===== src/rtl/rcn2mem_slave_pkg.sv =====
// RCN ring word layout and slave FSM encodings.
// Shared by the ring slave and its companion master.
package rcn2mem_slave_pkg;

   localparam int RCN_W    = 69;
   localparam int RCN_DATA = 0;
   localparam int RCN_SEQ  = 32;
   localparam int RCN_ADDR = 34;
   localparam int RCN_MASK = 56;
   localparam int RCN_ID   = 60;
   localparam int RCN_WR   = 66;
   localparam int RCN_PEND = 67;
   localparam int RCN_VAL  = 68;

   typedef struct packed {
      logic        valid;
      logic        pend;
      logic        wr;
      logic [5:0]  id;
      logic [3:0]  mask;
      logic [21:0] addr;
      logic [1:0]  seq;
      logic [31:0] data;
   } rcn_t;

   typedef enum logic [1:0] {
      ST_IDLE   = 2'd0,
      ST_ACCESS = 2'd1,
      ST_RESP   = 2'd2
   } state_t;

   // Turn a request word into its response header.
   function automatic rcn_t rcn_resp(input rcn_t r);
      rcn_t o;
      o       = r;
      o.valid = 1'b1;
      o.pend  = 1'b0;
      return o;
   endfunction

endpackage


===== src/rtl/rcn2mem_slave.sv =====
// RCN ring slave: claims requests in its window, runs them on
// a req/ack memory port and re-inserts the response into the ring.
module rcn2mem_slave
   import rcn2mem_slave_pkg::*;
#(
   parameter logic [21:0] ADDR_MASK = 22'h3F0000,
   parameter logic [21:0] ADDR_BASE = 22'h000000
) (
   input  logic        clk,
   input  logic        rst_n,
   input  logic [68:0] rcn_in,
   output logic [68:0] rcn_out,
   output logic        mem_req,
   output logic        mem_wr,
   output logic [21:0] mem_addr,
   output logic [3:0]  mem_mask,
   output logic [31:0] mem_wdata,
   input  logic        mem_ack,
   input  logic [31:0] mem_rdata
);

   rcn_t   r_rin;
   rcn_t   r_rout;
   rcn_t   r_buf;
   state_t r_state;
   logic   r_mem_req;

   rcn_t   w_rout_nxt;
   rcn_t   w_buf_nxt;
   state_t w_state_nxt;
   logic   w_req_nxt;
   logic   w_my_req;

   assign w_my_req = r_rin.valid & r_rin.pend &
                     ((r_rin.addr & ADDR_MASK) == ADDR_BASE);

   always_comb begin
      w_state_nxt = r_state;
      w_rout_nxt  = r_rin;
      w_buf_nxt   = r_buf;
      w_req_nxt   = r_mem_req;
      unique case (r_state)
         ST_IDLE: begin
            if (w_my_req) begin
               // Buffer already holds the response header.
               w_buf_nxt   = rcn_resp(r_rin);
               w_rout_nxt  = '0;
               w_req_nxt   = 1'b1;
               w_state_nxt = ST_ACCESS;
            end
         end
         ST_ACCESS: begin
            if (r_mem_req && mem_ack) begin
               w_req_nxt = 1'b0;
               if (!r_buf.wr)
                  w_buf_nxt.data = mem_rdata;
               w_state_nxt = ST_RESP;
            end
         end
         ST_RESP: begin
            if (!r_rin.valid) begin
               w_rout_nxt  = r_buf;
               w_state_nxt = ST_IDLE;
            end
         end
         default: begin
            w_state_nxt = ST_IDLE;
         end
      endcase
   end

   always_ff @(posedge clk or negedge rst_n) begin
      if (!rst_n) begin
         r_state   <= ST_IDLE;
         r_rin     <= '0;
         r_rout    <= '0;
         r_buf     <= '0;
         r_mem_req <= 1'b0;
      end else begin
         r_state   <= w_state_nxt;
         r_rin     <= rcn_t'(rcn_in);
         r_rout    <= w_rout_nxt;
         r_buf     <= w_buf_nxt;
         r_mem_req <= w_req_nxt;
      end
   end

   assign rcn_out   = r_rout;
   assign mem_req   = r_mem_req;
   assign mem_wr    = r_buf.wr;
   assign mem_addr  = r_buf.addr;
   assign mem_mask  = r_buf.mask;
   assign mem_wdata = r_buf.data;

endmodule


===== config.mk =====
export PLATFORM = sky130hd
export DESIGN_NAME = rcn2mem_slave
export DESIGN_NICKNAME = d
export VERILOG_FILES = /design/src/rtl/rcn2mem_slave_pkg.sv /design/src/rtl/rcn2mem_slave.sv
export SDC_FILE = /design/constraint.sdc
export NUM_CORES = 1
export LEC_CHECK = 0
export ABC_AREA = 1
export BUFFER_PORTS_ARGS = -buffer_cell sky130_fd_sc_hd__buf_2
export CORE_ASPECT_RATIO = 0.6
export CORE_MARGIN = 8
export CORE_UTILIZATION = 58
export CTS_BUF_LIST = sky130_fd_sc_hd__clkbuf_8
export CTS_CLUSTER_SIZE = 16
export DETAILED_ROUTE_END_ITERATION = 7
export GPL_TIMING_DRIVEN = 1
export PLACE_DENSITY_LB_ADDON = 0.05
export REMOVE_ABC_BUFFERS = 1
export SLEW_MARGIN = 20
export SYNTH_ARGS = -nofsm -noshare
export SYNTH_HDL_FRONTEND = slang
export SYNTH_SLANG_ARGS = --single-unit

===== constraint.sdc =====
create_clock -name clk -period 2.4 [get_ports clk]
set_clock_uncertainty 0.15 [all_clocks]
set_input_delay 0.12 -clock clk [delete_from_list [all_inputs] [get_ports clk]]
set_output_delay 0.12 -clock clk [all_outputs]
set_load 0.02 [all_outputs]

Word level (Yosys, flattened, before mapping)
Index checks and enable logic that the tools add are counted.
{"block": "word_totals", "register_bits": 209, "input_bits": 104, "wordCells": 55, "out_inout_bits": 129}
{"block": "classes", "bitwise": 2, "n_mux": 14, "reduce_logical": 8, "n_eq_ne": 6}
{"operator": "two-way mux 69 bit", "n": 2}
{"operator": "one-hot mux 69 bit (2 select lines)", "n": 1}
{"operator": "two-way mux 32 bit", "n": 3}
{"operator": "one-hot mux 32 bit (2 select lines)", "n": 1}
{"operator": "zero test 22 bit", "n": 1}
{"operator": "!= test 2 bit (second input constant)", "n": 4}
{"operator": "two-way mux 2 bit", "n": 3}
{"operator": "one-hot mux 2 bit (3 select lines)", "n": 1}
{"operator": "AND reduction 3 bit", "n": 2}
{"operator": "AND reduction 4 bit", "n": 1}
{"operator": "AND 1 bit", "n": 2}
{"operator": "== test 2 x 1 -> 1 bit (second input constant)", "n": 1}
{"operator": "== test 2 bit (second input constant)", "n": 1}
{"operator": "zero test 2 bit", "n": 1}
{"operator": "two-way mux 1 bit", "n": 2}
{"operator": "one-hot mux 1 bit (2 select lines)", "n": 1}
{"operator": "AND reduction 2 bit", "n": 1}
{"operator": "nonzero test 2 bit", "n": 1}
{"operator": "logical AND 1 bit", "n": 1}

Depth between registers and ports, before layout
{"block": "logic_depth", "word_depth": 4, "depth_mapped": 9, "mapped_depth_nobuf": 8}

Worst setup path before layout
No wires, ideal clock.
{"block": "synth_path", "path_type": "reg-to-reg", "from": "reg r_state[1]", "to": "reg r_buf (netlist bit mem_mask[2])", "path_buffers": 2, "arrival_ns": 1.184, "required_time_ns": 2.120, "stages_incl_launch_ff": 7, "synth_period_minus_slack_ns": 1.464, "path_slack_ns": 0.936, "setup_ns": 0.130, "path_cell_list": "dfrtp_1 -> nor2_1 -> nand3_2 -> buf_6 -> buf_6 -> nand2_1 -> o21ai_1"}
{"block": "synth_via", "elab_chain_len": 2}
{"element": "start: declaration", "line": "rcn2mem_slave.sv:25", "source": "state_t r_state;"}
{"element": "start signal: assignment", "line": "rcn2mem_slave.sv:80", "source": "r_state <= w_state_nxt;"}
{"element": "zero test 2 bit", "line": "rcn2mem_slave.sv:42", "source": "unique case (r_state)"}
{"element": "AND reduction 2 bit (no line)"}
{"element": "end signal: assignment", "line": "rcn2mem_slave.sv:83", "source": "r_buf <= w_buf_nxt;"}
{"element": "end: declaration", "line": "rcn2mem_slave.sv:24", "source": "rcn_t r_buf;"}
No other way between the ends.
A chain may end at the register's enable or synchronous reset.

==> results.cfg <==
[route]
wl_um = 23500
ant_nets = 0
detail_route.wl_per_cell_um = 18.0
firstDrtPassIters = 5
vias_per_cell = 5.18
vias = 6795
drt_iter0_markers = 691
remaining_drc_errors = 0

[logic_synthesis]
synthTopCellsByArea = dfrtp_1 (64%), nand2_1 (11%), nand3_1 (7.7%)
synth-seq-cells = 209
synth_top_area_share_pct = 64.1
synth_warnings = 0
yosysTopAreaCell = dfrtp_1
syn_area_sq_um = 8160
ys_seq_area_share_pct = 64.1
avgSynthCellArea_sq_um = 10.0
synth_compound_area_share_pct = 4.83
synth_top_family_by_area = simple AND/OR/NAND/NOR gates
synth_cells = 813
synth_simple_gate_area_share_pct = 20.2
synth_xor_xnor_area_share_pct = 0
synthMuxAreaShare_pct = 0
synthAdderAreaFrac_pct = 0
yosysUniqueCellTypes = 21

[setup_path]
r2r_setup_slack_ps = 450
worstSetupStartpointType = flip-flop
slowest_stage = dfrtp_1
crit_path_max_fanout = 33
worst-setup-path-type = flip-flop to flip-flop
cp.required_ps = 2650
worstSetupStartpoint = r_state[1]
crit_chain = nor2_1, nand3_4, nand2_2, buf_4, o21ai_0
worstPathArrival_ps = 2200
regToRegStartpoint = r_state[1]
worstSetupEndpointType = flip-flop
rr_endpoint = rcn_out[57]
cpPeakStageDelay_ps = 470
reg2reg_depth = 5

[floorplan]
initial_core_util_pct = 59.5
ios = 233
num_rows = 33
fp.dieH_um = 108
core_sq_um = 13700
die-area_sq_um = 18300
die_w_um = 169

[clock_tree]
cts_root_buf = clkbuf_8
htreeDepth = 1
cts_setup_buffers = 0
cts-resized-gates = 0
cts_tree = done
clockBufferDepth = 3
clk_latency_ps = 560
clk_pin_slew_worst_paths_ps = 70
cts.sinks = 209
postCtsHoldBufs = 104
cts_buffers = 31

[grt]
grt_use_total_pct = 26.1
grt_overflow = 0
grt_pass1_wl_um = 38400
grt_pass1_vias = 7319
grt_max_degree = 81
grt_antenna_before_repair = 1

[place]
pre_cts_ws_ps = 460
gp_congestion = 0.831
io_buffers = 232
hpwl_um = 13600

[timing]
fin_tns_setup_ps = 0
hold-worst-slack_ps = 44.3
rsz0062_at_grt = no
finalCritPeriodShare_pct = 81.4
fin_crit_ps = 1950
layout_setup_ws_ps = 446
worst_slew_margin_rel_pct = 46.5
setup_viol = 0
worstMarginPinSlew_ps = 803
fmax_ghz = 0.512
hold_viol_final = 0
maxSlewViolCount = 0

[hold_path]
holdCritPathClass = input port to flip-flop
min_from = rcn_in[35]
min_path_cells = 2
holdPathEnd = r_rin[35]

[final_layout]
drive_above_1_share_pct = 28.3
nNetsFinal = 1198
nFillCells = 910
area_delta_synth_final_pct = 31.1

[pwr]
pwr_density_cell_nw_per_um2 = 727
ir_worst_vdd_mv = 0.598
p_leak_nw = 5.72

[outcome]
outcome = finished, final reports clean

[run]
drv_cap = 0
==> worst max-delay path by stage <==
stage                        to  slack [ps]  cells after the start
floorplan           rcn_out[32]       -2390                      5
global placement    rcn_out[52]         520                      5
detailed placement  rcn_out[56]         460                      5
CTS                 rcn_out[40]         460                      5
global route        rcn_out[53]         300                      5
finish              rcn_out[57]         450                      5
==> cells in the final DEF (no fill, tap or decap), drive strengths merged <==
master	count
clkinv	4
inv	58
nand2	245
dfrtp	209
nand3	128
clkinvlp	1
a21oi	2
dlygate4sd3	104
clkbuf	42
o22ai	3
nor2	12
buf	246
diode	1
o21ai	64
==> power by group <==
group / leakage [nW] / internal, mW / switching, mW / total (mW)
Clock: 0.369 / 1.52 / 1.34 / 2.86
Sequential: 2.57 / 3.77 / 0.162 / 3.93
Combinational: 2.78 / 0.390 / 0.597 / 0.987
==> metal layers <==
metal  routed length (um)  share of wire (%)  GRT usage (%)
met5                    0                  0              0
met4                  405                1.7           7.67
met3                 1860                7.9           5.82
met1                 9820                 42           34.6
met2                11500                 49           42.7
==> state kept, by name, indices dropped and copies added (netlist names) <==
name,count
rcn_out,69
r_buf,9
r_rin,69
mem_addr,22
mem_mask,4
mem_req,1
mem_wdata,32
mem_wr,1
r_state,2
==> cell usage after synthesis (all sizes together) <==
library cell and n:
nand2 245, o22ai 3, buf 92, o21ai 64
dfrtp 209, inv 47, nand3 128, clkbuf 11
a21oi 2, nor2 12
==> through the flow <==
stage                     area (sq um)  utilization [%]  cells  power (mW)
after floorplan                   7450                -    710        4.36
after global placement            9020             65.8   1149        4.80
after detailed placement          9020             65.8   1149        4.83
after CTS                        10700             78.0   1310        7.80
after global routing             10700             78.0   1311        8.09
final                            10700             78.0   1311        7.77
==> worst max-delay path, delay by kind of cell (launching register included) <==
family	cells	cell delay, ps
AND/OR/NAND/NOR	3	690
flip-flops	1	470
buffers and inverters	1	340
AO/OA/AOI/OAI	1	160
==> final cells by class <==
type / count / area, sq um / share of cell area, %
clock inverters: 16 / 68.8 / 0.643
diodes: 1 / 2.50 / 0.0234
inverters: 47 / 176 / 1.65
well taps: 192 / 240 / 2.25
flip-flops and latches: 209 / 5230 / 48.9
repair buffers: 351 / 2360 / 22.1
multi-input cells: 454 / 2060 / 19.2
clock buffers: 41 / 564 / 5.27
==> cell families after synthesis <==
| kind of cell | Yosys count |
|---|---|
| AOI/OAI and AO/OA | 69 |
| buffers and inverters | 150 |
| DFF | 209 |
| and+or+nand+nor | 385 |
Note: power is estimated with default switching activity, not from simulation.
